## config.mk

```make
export PLATFORM = sky130hd
export DESIGN_NAME = gsim_param
export DESIGN_NICKNAME = d
export VERILOG_FILES = /design/src/rtl/gsim_param.sv
export SDC_FILE = /design/constraint.sdc
export NUM_CORES = 2
export LEC_CHECK = 0
export BUFFER_PORTS_ARGS = -buffer_cell sky130_fd_sc_hd__buf_2
export CORE_MARGIN = 2
export CORE_UTILIZATION = 45
export DETAILED_ROUTE_END_ITERATION = 8
export HOLD_SLACK_MARGIN = 0.03
export MAX_ROUTING_LAYER = met4
export REMOVE_ABC_BUFFERS = 1
export SLEW_MARGIN = 10
export SYNTH_ARGS = -nofsm -noshare
export SYNTH_HDL_FRONTEND = slang
export SYNTH_SLANG_ARGS = --single-unit
```

## constraint.sdc

```tcl
create_clock -name clk -period 56.6 [get_ports clk]
set_input_delay 5.66 -clock clk [delete_from_list [all_inputs] [get_ports clk]]
set_output_delay 5.66 -clock clk [all_outputs]
set_load 0.03 [all_outputs]
```

## src/rtl/gsim_param.sv

```systemverilog
// rtl/gsim_param.sv - parametrised Gauss-Seidel solver for the 7-band system, one problem in flight.
// Optional feature: define GSIM_EARLY_EXIT_EN to stop after the first sweep that changes no x[i].
module gsim_param #(
  parameter int N    = 16,
  parameter int BW   = 16,
  parameter int XW   = 32,
  parameter int FRAC = 16,
  parameter int IW   = 6
) (
  input  logic                 clk,
  input  logic                 reset,
  input  logic                 in_en,
  input  logic signed [BW-1:0] b_in,
  output logic                 in_ready,
  input  logic [IW-1:0]        iter_cfg,
  output logic                 out_valid,
  input  logic                 out_ready,
  output logic signed [XW-1:0] x_out,
  output logic                 busy,
  output logic [IW-1:0]        iter_used
);

  localparam int IDXW = $clog2(N);
  localparam int SW   = XW + 8;
  localparam int PW   = SW + 17;
  localparam int PIW  = $clog2(N + 6);

  localparam logic signed [SW-1:0] C13      = 13;
  localparam logic signed [SW-1:0] C6       = 6;
  localparam logic signed [PW-1:0] C_RECIP  = 52429;
  localparam logic signed [PW-1:0] XMAX     = {{(PW-XW+1){1'b0}}, {(XW-1){1'b1}}};
  localparam logic signed [PW-1:0] XMIN     = {{(PW-XW+1){1'b1}}, {(XW-1){1'b0}}};

  typedef enum logic [1:0] {RECV, CALC, SEND} state_t;

  state_t                r_state;
  logic [IDXW-1:0]       r_idx;
  logic [IW-1:0]         r_sweep;
  logic [IW-1:0]         r_tgt;
  logic [IW-1:0]         r_iter_used;
  logic                  r_changed;
  logic                  r_in_ready;
  logic                  r_out_valid;
  logic                  r_busy;
  logic signed [BW-1:0]  r_b [N];
  logic signed [XW-1:0]  r_x [N];

  logic signed [SW-1:0]  w_xp [N+6];
  logic [PIW-1:0]        w_pi;
  logic signed [SW-1:0]  w_bs;
  logic signed [SW-1:0]  w_sum;
  logic signed [PW-1:0]  w_prod;
  logic signed [PW-1:0]  w_q;
  logic signed [XW-1:0]  w_qs;
  logic                  w_last;
  logic [IW:0]           w_sweep_nx;
  logic                  w_done_all;
  logic                  w_chg;
  logic                  w_stop;

  // x padded with three zeros on each side so out-of-range neighbours read as 0
  for (genvar g = 0; g < N + 6; g++) begin : gen_pad
    if (g >= 3 && g < N + 3) begin : g_x
      assign w_xp[g] = SW'(r_x[g-3]);
    end else begin : g_z
      assign w_xp[g] = '0;
    end
  end

  assign w_pi   = PIW'(r_idx) + PIW'(3);
  assign w_bs   = SW'(r_b[r_idx]) <<< FRAC;
  assign w_sum  = w_bs
                + C13 * (w_xp[w_pi - PIW'(1)] + w_xp[w_pi + PIW'(1)])
                - C6  * (w_xp[w_pi - PIW'(2)] + w_xp[w_pi + PIW'(2)])
                +       (w_xp[w_pi - PIW'(3)] + w_xp[w_pi + PIW'(3)]);
  // floor(S/20) via reciprocal multiply and arithmetic shift
  assign w_prod = PW'(w_sum) * C_RECIP;
  assign w_q    = w_prod >>> 20;
  assign w_qs   = (w_q > XMAX) ? XMAX[XW-1:0] :
                  (w_q < XMIN) ? XMIN[XW-1:0] : w_q[XW-1:0];

  assign w_last     = (r_idx == IDXW'(N - 1));
  assign w_sweep_nx = {1'b0, r_sweep} + 1'b1;
  assign w_done_all = (w_sweep_nx >= {1'b0, r_tgt});
  assign w_chg      = r_changed || (w_qs != r_x[r_idx]);
`ifdef GSIM_EARLY_EXIT_EN
  assign w_stop     = w_done_all || !w_chg;
`else
  assign w_stop     = w_done_all;
`endif

  always_ff @(posedge clk or posedge reset) begin
    if (reset) begin
      r_state     <= RECV;
      r_idx       <= '0;
      r_sweep     <= '0;
      r_tgt       <= IW'(1);
      r_iter_used <= '0;
      r_changed   <= 1'b0;
      r_in_ready  <= 1'b1;
      r_out_valid <= 1'b0;
      r_busy      <= 1'b0;
      for (int k = 0; k < N; k++) begin
        r_b[k] <= '0;
        r_x[k] <= '0;
      end
    end else begin
      case (r_state)
        RECV: begin
          if (in_en) begin
            r_b[r_idx] <= b_in;
            if (r_idx == '0) begin
              r_tgt       <= (iter_cfg == '0) ? IW'(1) : iter_cfg;
              r_iter_used <= '0;
            end
            if (w_last) begin
              r_idx      <= '0;
              r_sweep    <= '0;
              r_changed  <= 1'b0;
              for (int k = 0; k < N; k++) r_x[k] <= '0;
              r_state    <= CALC;
              r_in_ready <= 1'b0;
              r_busy     <= 1'b1;
            end else begin
              r_idx <= r_idx + IDXW'(1);
            end
          end
        end
        CALC: begin
          r_x[r_idx] <= w_qs;
          r_changed  <= w_chg;
          if (w_last) begin
            r_idx       <= '0;
            r_sweep     <= w_sweep_nx[IW-1:0];
            r_iter_used <= w_sweep_nx[IW-1:0];
            r_changed   <= 1'b0;
            if (w_stop) begin
              r_state     <= SEND;
              r_out_valid <= 1'b1;
            end
          end else begin
            r_idx <= r_idx + IDXW'(1);
          end
        end
        SEND: begin
          if (out_ready) begin
            if (w_last) begin
              r_idx       <= '0;
              r_state     <= RECV;
              r_out_valid <= 1'b0;
              r_busy      <= 1'b0;
              r_in_ready  <= 1'b1;
            end else begin
              r_idx <= r_idx + IDXW'(1);
            end
          end
        end
        default: r_state <= RECV;
      endcase
    end
  end

  assign in_ready  = r_in_ready;
  assign out_valid = r_out_valid;
  assign busy      = r_busy;
  assign iter_used = r_iter_used;
  assign x_out     = r_x[r_idx];

endmodule

```

==> impl_metrics.json <==
{
  "cts_root_buf": "sky130_fd_sc_hd__clkbuf_16",
  "finalMaxSlewViolations": 2,
  "critical_path_arrival_ps": 26770,
  "grt_max_degree": 167,
  "routed-via-count": 73700,
  "route.detailed.vias_per_inst": 7.00,
  "synth_area_leaders": "sky130_fd_sc_hd__dfrtp_1, sky130_fd_sc_hd__fa_1, sky130_fd_sc_hd__ha_1, sky130_fd_sc_hd__mux4_2, sky130_fd_sc_hd__mux2_2",
  "crit_type": "reg2reg",
  "drc": 0,
  "globalRouteOverflowTotal": 0,
  "flow.area_growth_from_synthesis_pct": 7.33,
  "setup_viol": 0,
  "origin_of_the_worst_min_delay_path": "iter_used[3]",
  "holdCritPathClass": "reg2reg",
  "drt_pre_antenna_iters": 8,
  "synth_top_cell_area_share_pct": 24.3,
  "status": "finished, violations left",
  "gp_congestion": 1.06,
  "critPathMostFrequentCell": "sky130_fd_sc_hd__a21oi_1",
  "hold_viol": 0,
  "max_clock_freq_ghz": 0.0383,
  "worst_r2r_path_depth": 81,
  "critical_path.max_fanout": 93,
  "grt_first_pass_wirelength_mm": 507,
  "grtUsageTotal_pct": 38.8,
  "initial_antenna_violation_count": 14,
  "clock_input_transition_at_the_sequential_cells_of_the_worst_setup_and_hold_paths_ps": 70,
  "violations": "capacitance limit, slew limit",
  "synth_top_area_cell": "sky130_fd_sc_hd__dfrtp_1",
  "final.fill_count": 16900,
  "finalSetupTns_ps": 0,
  "drt-wirelength-per-cell_um": 33.6,
  "netlist_area_um2": 81500,
  "drv_cap": 1,
  "area_occupied_by_multi_input_gates_um2": 56600,
  "layout.cells.most_common": "sky130_fd_sc_hd__dfrtp_1",
  "cts.repair.resized": 0,
  "drt_iter0_markers": 9651,
  "fin_nets": 9009,
  "layout_common_cells": "sky130_fd_sc_hd__dfrtp_1, sky130_fd_sc_hd__inv_1, sky130_fd_sc_hd__o211ai_1, sky130_fd_sc_hd__ha_1, sky130_fd_sc_hd__nand2_1",
  "holdPathStages": 1,
  "yosys.cell_types.count": 100,
  "postSynthCellCount": 8436,
  "regArea_um2": 19900,
  "reg2reg_to": "r_x[206]",
  "port-buffer-count": 66,
  "detailedPlacementHpwl_mm": 235,
  "worstHoldEndpoint": "iter_used[3]",
  "rsz0062_at_grt": "no",
  "core-area_um2": 180000,
  "tightestPinTransition_ps": 1630,
  "cts-buffers-inserted": 90,
  "hold_buffers": 0,
  "clock_tree_from_tritoncts": "yes",
  "clock-skew-final_ps": 69.3,
  "setup.worst_path.start_class": "register",
  "rows": 156,
  "critPathMaxStageDelay_ps": 950,
  "max_slew_margin_pct": -9.69,
  "io_pins": 67,
  "final_layout_size_suffix_gt1_share_pct": 16.3,
  "timing.critical_path.required_ps": 57230,
  "die_x_um": 430,
  "critical_path.slowest_cell": "sky130_fd_sc_hd__buf_4",
  "initial_utilization_pct": 45.2,
  "max_h_tree_level": 3,
  "ctsLongestPathBuffers": 3,
  "postCtsSetupRepairBufs": 0,
  "yosys_most_used_dff": "sky130_fd_sc_hd__dfrtp_1",
  "synth_edf_count": 0,
  "antenna_violating_nets_post_route": 0,
  "period_share_pct": 46.2,
  "clock_sinks": 795,
  "regToRegSetupSlack_ps": 30460,
  "fp.dieArea_um2": 185000,
  "detail_route.wirelength_mm": 354,
  "yosys_warnings": 0,
  "post-route-min-period_ps": 26140,
  "worst_skew_pair.late_latency_ps": 810,
  "share_of_flip_flops_with_an_asynchronous_set_or_reset_pct": 100,
  "synth.avg_cell_area_um2": 9.66,
  "grt_pass1_vias": 70900,
  "die-height_um": 430,
  "r2r-start": "r_idx[1]",
  "postSynthRegisterBits": 795,
  "synth-seq-area-share_pct": 24.4,
  "worstSetupEndpointType": "register"
}
==> metrics by stage <==
| stage | hold slack, ps | cell area [um2] | utilization, % | instances | worst slack (ps) |
|---|---|---|---|---|---|
| CTS | 490 | 87400 | 48.5 | 10500 | 30970 |
| floorplan | 460 | 78300 | - | 7686 | -15420 |
| global route | 511 | 87500 | 48.5 | 10500 | 29220 |
| finish | 485 | 87500 | 48.5 | 10500 | 30460 |
| detailed placement | 467 | 84100 | 46.6 | 10300 | 31170 |
| global placement | 466 | 84100 | 46.6 | 10300 | 31640 |
==> critical path, delay by kind of cell (launching register included) <==
kind / cells / cell delay [ps]
AO/OA/AOI/OAI: 38 / 8640
adder cells (fa/ha/maj): 17 / 7170
buffers and inverters: 14 / 5170
AND/OR/NAND/NOR: 6 / 1730
XOR/XNOR: 4 / 1220
flip-flops: 1 / 890
multiplexers: 2 / 730
==> cell usage after synthesis (49+ instances only) <==
| library cell | number |
|---|---|
| sky130_fd_sc_hd__o21ai_0 | 395 |
| sky130_fd_sc_hd__a21oi_1 | 444 |
| sky130_fd_sc_hd__mux4_2 | 278 |
| sky130_fd_sc_hd__nor2b_1 | 134 |
| sky130_fd_sc_hd__clkbuf_1 | 530 |
| sky130_fd_sc_hd__ha_1 | 510 |
| sky130_fd_sc_hd__nand2_1 | 471 |
| sky130_fd_sc_hd__a22oi_1 | 129 |
| sky130_fd_sc_hd__nor2_1 | 439 |
| sky130_fd_sc_hd__and3_1 | 56 |
| sky130_fd_sc_hd__xor2_1 | 106 |
| sky130_fd_sc_hd__a211oi_1 | 122 |
| sky130_fd_sc_hd__inv_1 | 679 |
| sky130_fd_sc_hd__o211ai_1 | 535 |
| sky130_fd_sc_hd__buf_2 | 90 |
| sky130_fd_sc_hd__xnor2_1 | 137 |
| sky130_fd_sc_hd__a2bb2oi_1 | 50 |
| sky130_fd_sc_hd__a21o_1 | 112 |
| sky130_fd_sc_hd__a221oi_1 | 49 |
| sky130_fd_sc_hd__a32oi_1 | 344 |
| sky130_fd_sc_hd__o22ai_1 | 99 |
| sky130_fd_sc_hd__buf_1 | 74 |
| sky130_fd_sc_hd__nand3_1 | 97 |
| sky130_fd_sc_hd__mux2i_1 | 367 |
| sky130_fd_sc_hd__mux2_2 | 383 |
| sky130_fd_sc_hd__dfrtp_1 | 793 |
| sky130_fd_sc_hd__fa_1 | 404 |
==> cells by family after synthesis <==
kind of cell / count (synthesis) / share of synthesized area [%]
AND/OR/NAND/NOR: 1394 / 7.90
AO/OA/AOI/OAI: 2626 / 22.7
buffers and inverters: 1433 / 7.04
adder cells (fa/ha/maj): 914 / 17.8
multiplexers: 1028 / 17.5
flip-flops: 795 / 24.4
XOR/XNOR: 246 / 2.70
==> worst max-delay path by stage <==
stage / from / endpoint / slack (ps) / cells past startpoint
after floorplan: r_idx[0] / r_x[64] / -15420 / 75
after global placement: r_idx[1] / r_x[362] / 31640 / 81
after detailed placement: r_idx[1] / r_x[206] / 31170 / 81
after CTS: r_idx[1] / r_x[235] / 30970 / 81
after global routing: r_idx[1] / r_x[270] / 29220 / 81
final: r_idx[1] / r_x[206] / 30460 / 81
==> layer usage <==
metal	vias to the layer above	global-route usage, %	wire (um)
met4	0	27.5	31100
met3	1273	12.2	41600
met5	-	-	0
met2	5078	53.5	146000
met1	36700	47.8	134000
li1	30600	-	-
==> sequential cells by signal (all words and copies together) (netlist names) <==
signal / cells
in_ready: 1
out_valid: 1
r_x: 512
busy: 1
r_sweep: 6
iter_used: 6
r_state: 2
r_idx: 4
r_b: 256
r_tgt: 6
==> layout make-up <==
class | count | area share (%)
Clock buffer | 128 | 3.00
Timing Repair Buffer | 291 | 2.40
Inverter | 683 | 2.96
Clock inverter | 38 | 0.775
Tap cell | 2370 | 3.39
Antenna cell | 18 | 0.0515
Sequential cell | 795 | 22.8
Multi-Input combinational cell | 6208 | 64.7
Power is not shown: default switching activity piles up to over one toggle a cycle in this logic, so the estimate is an artifact.
